--- config.mk ---
export PLATFORM = sky130hd
export DESIGN_NAME = banco_registradores_ctx
export DESIGN_NICKNAME = d
export VERILOG_FILES = /design/src/rtl/banco_registradores_ctx.sv
export SDC_FILE = /design/constraint.sdc
export NUM_CORES = 1
export LEC_CHECK = 0
export BUFFER_PORTS_ARGS = -buffer_cell sky130_fd_sc_hd__buf_2
export CAP_MARGIN = 0
export CORE_AREA = 3 3 151 153
export CTS_CLUSTER_SIZE = 25
export DETAILED_ROUTE_END_ITERATION = 8
export DIE_AREA = 0 0 154 156
export SYNTH_ARGS = -nofsm -noshare
export SYNTH_HDL_FRONTEND = slang
export SYNTH_SLANG_ARGS = --single-unit
export TNS_END_PERCENT = 1
--- constraint.sdc ---
create_clock -name Clock -period 4.8 [get_ports Clock]
set_input_delay 0.24 -clock Clock [delete_from_list [all_inputs] [get_ports Clock]]
set_output_delay 0.24 -clock Clock [all_outputs]
set_load 0.02 [all_outputs]
--- src/rtl/banco_registradores_ctx.sv ---
// banco_registradores_ctx: parametrised register bank with two write ports,
// write-through read bypass, a dedicated observation output and a shadow bank
// for context save/restore driven by a one-register-per-cycle sequencer.
// Optional build macro: BANCO_REG_ZERO_EN (register 0 hardwired to zero).
module banco_registradores_ctx #(
   parameter int LARGURA      = 8,
   parameter int NUM_REGS     = 8,
   parameter int END_BITS     = 3,
   parameter int REG_DEDICADO = 7
) (
   input  logic                Clock,
   input  logic                Reset,
   input  logic [END_BITS-1:0] RegLido1,
   input  logic [END_BITS-1:0] RegLido2,
   output logic [LARGURA-1:0]  DadoLido1,
   output logic [LARGURA-1:0]  DadoLido2,
   input  logic [END_BITS-1:0] RegEscrito,
   input  logic [LARGURA-1:0]  DadoEscrito,
   input  logic                EscReg,
   input  logic [END_BITS-1:0] RegEscrito2,
   input  logic [LARGURA-1:0]  DadoEscrito2,
   input  logic                EscReg2,
   input  logic                Salvar,
   input  logic                Restaurar,
   output logic                Ocupado,
   output logic                ErroEscrita,
   output logic [LARGURA-1:0]  DadoDedicado
);

`ifdef BANCO_REG_ZERO_EN
   localparam bit ZERO_EN = 1'b1;
`else
   localparam bit ZERO_EN = 1'b0;
`endif

   localparam logic [END_BITS-1:0] ULTIMO = END_BITS'(NUM_REGS - 1);

   typedef enum logic [1:0] {
      OCIOSO,
      SALVANDO,
      RESTAURANDO
   } estado_t;

   estado_t             state_q, state_d;
   logic [END_BITS-1:0] idx_q, idx_d;
   logic                ocupado_q, ocupado_d;
   logic                erro_q, erro_d;

   logic [LARGURA-1:0]  reg_q    [NUM_REGS];
   logic [LARGURA-1:0]  reg_d    [NUM_REGS];
   logic [LARGURA-1:0]  sombra_q [NUM_REGS];
   logic [LARGURA-1:0]  sombra_d [NUM_REGS];

   logic                ocioso;
   logic                esc_a_ok;
   logic                esc_b_ok;

   // An address is usable when it names an implemented, writable register.
   function automatic logic endereco_ok(input logic [END_BITS-1:0] a);
      endereco_ok = ({1'b0, a} < (END_BITS + 1)'(NUM_REGS)) && !(ZERO_EN && (a == '0));
   endfunction

   // Combinational read with write-through bypass; port B has priority.
   function automatic logic [LARGURA-1:0] ler(input logic [END_BITS-1:0] a);
      if (!endereco_ok(a))                       return '0;
      if (ocioso && esc_b_ok && RegEscrito2 == a) return DadoEscrito2;
      if (ocioso && esc_a_ok && RegEscrito == a)  return DadoEscrito;
      return reg_q[a];
   endfunction

   assign ocioso   = (state_q == OCIOSO);
   assign esc_a_ok = EscReg  && endereco_ok(RegEscrito);
   assign esc_b_ok = EscReg2 && endereco_ok(RegEscrito2);

   // State register for the save/restore sequencer and its registered flags.
   always_ff @(posedge Clock) begin
      // NOTE: sequential state uses non-blocking assignments so every register
      // samples the pre-edge values regardless of statement order.
      if (Reset) begin
         state_q   <= OCIOSO;
         idx_q     <= '0;
         ocupado_q <= 1'b0;
         erro_q    <= 1'b0;
      end else begin
         state_q   <= state_d;
         idx_q     <= idx_d;
         ocupado_q <= ocupado_d;
         erro_q    <= erro_d;
      end
   end

   // Next-state logic: start on command when idle, walk the index while busy.
   always_comb begin
      // NOTE: defaults first so no path leaves a variable unassigned (no latch).
      state_d = state_q;
      idx_d   = idx_q;
      unique case (state_q)
         OCIOSO: begin
            if (Salvar) begin
               state_d = SALVANDO;
            end else if (Restaurar) begin
               state_d = RESTAURANDO;
            end
            idx_d = '0;
         end
         SALVANDO, RESTAURANDO: begin
            if (idx_q == ULTIMO) begin
               state_d = OCIOSO;
               idx_d   = '0;
            end else begin
               idx_d = idx_q + 1'b1;
            end
         end
         default: begin
            state_d = OCIOSO;
            idx_d   = '0;
         end
      endcase
   end

   // Output logic: busy flag follows the next state, error flags dropped writes.
   always_comb begin
      ocupado_d = (state_d != OCIOSO);
      erro_d    = !ocioso && (esc_a_ok || esc_b_ok);
   end

   // Next contents of the bank and shadow: port writes when idle, else copy.
   always_comb begin
      reg_d    = reg_q;
      sombra_d = sombra_q;
      unique case (state_q)
         OCIOSO: begin
            if (esc_a_ok) reg_d[RegEscrito]  = DadoEscrito;
            if (esc_b_ok) reg_d[RegEscrito2] = DadoEscrito2;
         end
         SALVANDO: begin
            sombra_d[idx_q] = reg_q[idx_q];
         end
         RESTAURANDO: begin
            if (!(ZERO_EN && (idx_q == '0))) reg_d[idx_q] = sombra_q[idx_q];
         end
         default: begin
            reg_d    = reg_q;
            sombra_d = sombra_q;
         end
      endcase
   end

   // Bank and shadow storage, cleared by reset.
   always_ff @(posedge Clock) begin
      // NOTE: these arrays are reset explicitly because the context contents
      // must be known zero after reset; this rules out RAM macro inference.
      if (Reset) begin
         for (int i = 0; i < NUM_REGS; i++) begin
            reg_q[i]    <= '0;
            sombra_q[i] <= '0;
         end
      end else begin
         reg_q    <= reg_d;
         sombra_q <= sombra_d;
      end
   end

   // Read ports.
   always_comb begin
      DadoLido1 = ler(RegLido1);
      DadoLido2 = ler(RegLido2);
   end

   assign DadoDedicado = reg_q[REG_DEDICADO];
   assign Ocupado      = ocupado_q;
   assign ErroEscrita  = erro_q;

endmodule
==> impl_metrics.csv <==
group,metric,value,unit
timing,rsz0062_at_grt,"no",
placed_design,dp_hpwl,20500,um
floorplanning,die_x,154,um
cts,cts_tree,"done",
route,vias_per_cell,6.40,
route,drtAntennaViolNets,0,
worst_setup_path,worstPathArrival,2920,ps
timing,tns,0,ps
global_routing,grt_usage,0.235,
finish,final_cell_count_no_fill,1212,
cts,numCtsBuffers,17,
placed_design,gp_congestion,0.975,
cts,cts_sinks,135,
global_routing,grt_max_degree,65,
global_routing,gr-total-overflow,0,
cts,insertion_delay,430,ps
timing,worstMarginPinSlew,1060,ps
timing,fin_worst_skew,11.9,ps
synthesis,ys.flop_type,"dfxtp_1",
finish,final_cell_mix,"dfxtp_1, mux2i_1, a21oi_1",
global_routing,grt_pass1_wl,44000,um
synthesis,synth-seq-cells,135,
floorplanning,boundaryPins,60,
placed_design,place_ws,2110,ps
route,wl,29000,um
finish,final_nets,959,
cts,clkTransAtPathRegs,60,ps
worst_setup_path,required,4560,ps
worst_setup_path,crit_top_cell,"a21oi_1",
worst_setup_path,cp_slowest_cell,"nor4_2",
route,post-route-drc-count,0,
route,drt-initial-drc-count,918,
synthesis,ys_types,47,
finish,drive_above_1_share,0.177,
timing,setup_viol,0,
finish,layout_commonest_cell,"dfxtp_1",
synthesis,synthCells,923,
timing,layout_setup_ws,1640,ps
synthesis,synth-seq-area-share,0.316,
placed_design,dp_cells,1180,
timing,min_period,3160,ps
run,max_cap_violations,0,
worst_setup_path,crit_path_max_incr_delay,820,ps
floorplanning,design.core.area,0.0217,sq mm
global_routing,grt_pass1_vias,7074,
floorplanning,row_count,54,
timing,slew_viol_final,0,
cts,cts_setup_buffers,0,
floorplanning,die_y,156,um
route,wl_per_cell,23.9,um
worst_setup_path,r2r_slack,2090,ps
floorplanning,die_area,0.0240,sq mm
cts,htree_num_levels,4,
route,num_vias,7754,
synthesis,syn_avg_cell_area,9.28,sq um
power,p_leak,0.00336,uW
worst_setup_path,startpoint_type,"register",
cts,hold_buffers,0,
worst_setup_path,endpoint_kind,"output port",
placed_design,place.port_buffers,59,
synthesis,synth-edff-count,0,
synthesis,syn_area,0.00857,sq mm
synthesis,async_flop_share,0,
power,vdd_drop_max,0.243,mV
cts,cts_resized,0,
synthesis,synthesis.nets,963,
finish,antenna_cells,0,
status,status,"finished, final reports clean",
route,drtPass1Iterations,5,
cts,root_buffer,"clkbuf_16",
finish,areaGrowthSynthToFinish,10.4,%
power,power_density,335,mW/mm^2
timing,max_freq,316,MHz
cts,clk_path_buf_depth,2,
floorplanning,initial_utilization,0.395,
worst_hold_path,min_path_type,"in2reg",
worst_setup_path,path_cells,"inv_1, ha_1, nand2_1, nor4_2, a21oi_1, a21oi_1, buf_2",
worst_setup_path,path_max_fanout,8,
synthesis,yosys_warnings,0,
worst_setup_path,critPathKind,"reg2out",
timing,final_hold_viol_count,0,
timing,relSlewSlack,0.293,
timing,period_share,0.658,
global_routing,antenna_found_initial,0,
[sequential cells by signal, summed over array words and instances, names as in the netlist]
name and count:
DadoDedicado 8, ErroEscrita 1, Ocupado 1, idx_q 3, reg_q 56, sombra_q 64, state_q 2
[cell type report]
class                           count  area (sq um)
Clock buffer                       18           429
Clock inverter                     14           174
Fill cell                        2133         12200
Inverter                            5          18.8
Multi-Input combinational cell    689          5390
Sequential cell                   135          2710
Tap cell                          280           350
Timing Repair Buffer               71           385
[logic make-up after synthesis]
group	count (synthesis)	synth area share
AND/OR/NAND/NOR	192	0.113
XOR/XNOR	12	0.0123
multiplexers	171	0.258
flip-flops	135	0.316
adder cells (fa/ha/maj)	6	0.00876
buffers and inverters	99	0.0584
AO/OA/AOI/OAI	308	0.234
[power by group]
part / internal, uW / total, uW / switching, uW
logic: 212 / 551 / 340
clock network: 822 / 1360 / 539
registers: 1170 / 1260 / 89.1
[worst max-delay path, delay by kind of cell (launching register included)]
kind            cells  cell delay, ps
simple gates        2            1000
compound gates      2             440
fa+ha+maj           1             390
flops               1             340
buf+inv             2             330
[cell usage after synthesis (2+ instances only)]
master	instances	area share
nand2b_1	6	0.0044
mux4_2	39	0.10
a32oi_1	3	0.0031
buf_6	5	0.0066
o22ai_1	12	0.0088
buf_2	28	0.016
a211oi_1	28	0.025
a22oi_1	3	0.0026
o21ai_0	85	0.050
nand4bb_1	3	0.0039
buf_1	6	0.0026
or2_2	3	0.0022
nand2_1	65	0.028
nand3b_1	6	0.0053
a31oi_1	5	0.0037
nor3_2	2	0.0023
clkbuf_1	38	0.017
nor2_1	58	0.025
nor2b_1	11	0.0080
dfxtp_1	135	0.32
mux2i_1	124	0.14
ha_1	6	0.0088
nand4b_1	6	0.0061
clkbuf_2	3	0.0018
buf_4	14	0.012
nand4_1	4	0.0029
xnor2_1	6	0.0061
a21oi_1	98	0.057
o21ai_2	2	0.0020
and2_1	4	0.0029
xor2_1	6	0.0061
nor4_2	2	0.0029
nand3_1	5	0.0029
nor4bb_1	3	0.0035
mux2_2	8	0.011
nor3_1	8	0.0047
inv_1	5	0.0022
a221o_1	68	0.079
and4_1	2	0.0020
[layer usage]
layer / share of wire / GRT usage / up-vias
met2: 0.46 / 0.378 / 423
met3: 0.088 / 0.0399 / 66
li1: - / - / 3535
met4: 0.032 / 0.0854 / 0
met1: 0.42 / 0.320 / 3730
met5: 0 / 0 / -
[worst paths after layout]
path	startpoint	endpoint	cells past startpoint
hold reg to reg	sombra_q[32]	sombra_q[32]	2
setup reg to reg	idx_q[1]	sombra_q[14]	5
hold / removal	Salvar	state_q[1]	4
setup / recovery	state_q[0]	DadoLido1[4]	7
[metrics by stage]
step	hold slack, ps	power [uW]	instance area (sq um)	util
6_report	169	3170	9460	0.436
5_1_grt	204	3270	9460	0.436
4_1_cts	152	3170	9460	0.436
3_5_place_dp	448	1820	8850	0.408
3_3_place_gp	438	1810	8850	0.408
2_1_floorplan	433	1650	8570	-
Note: power is estimated with default switching activity, not from simulation.
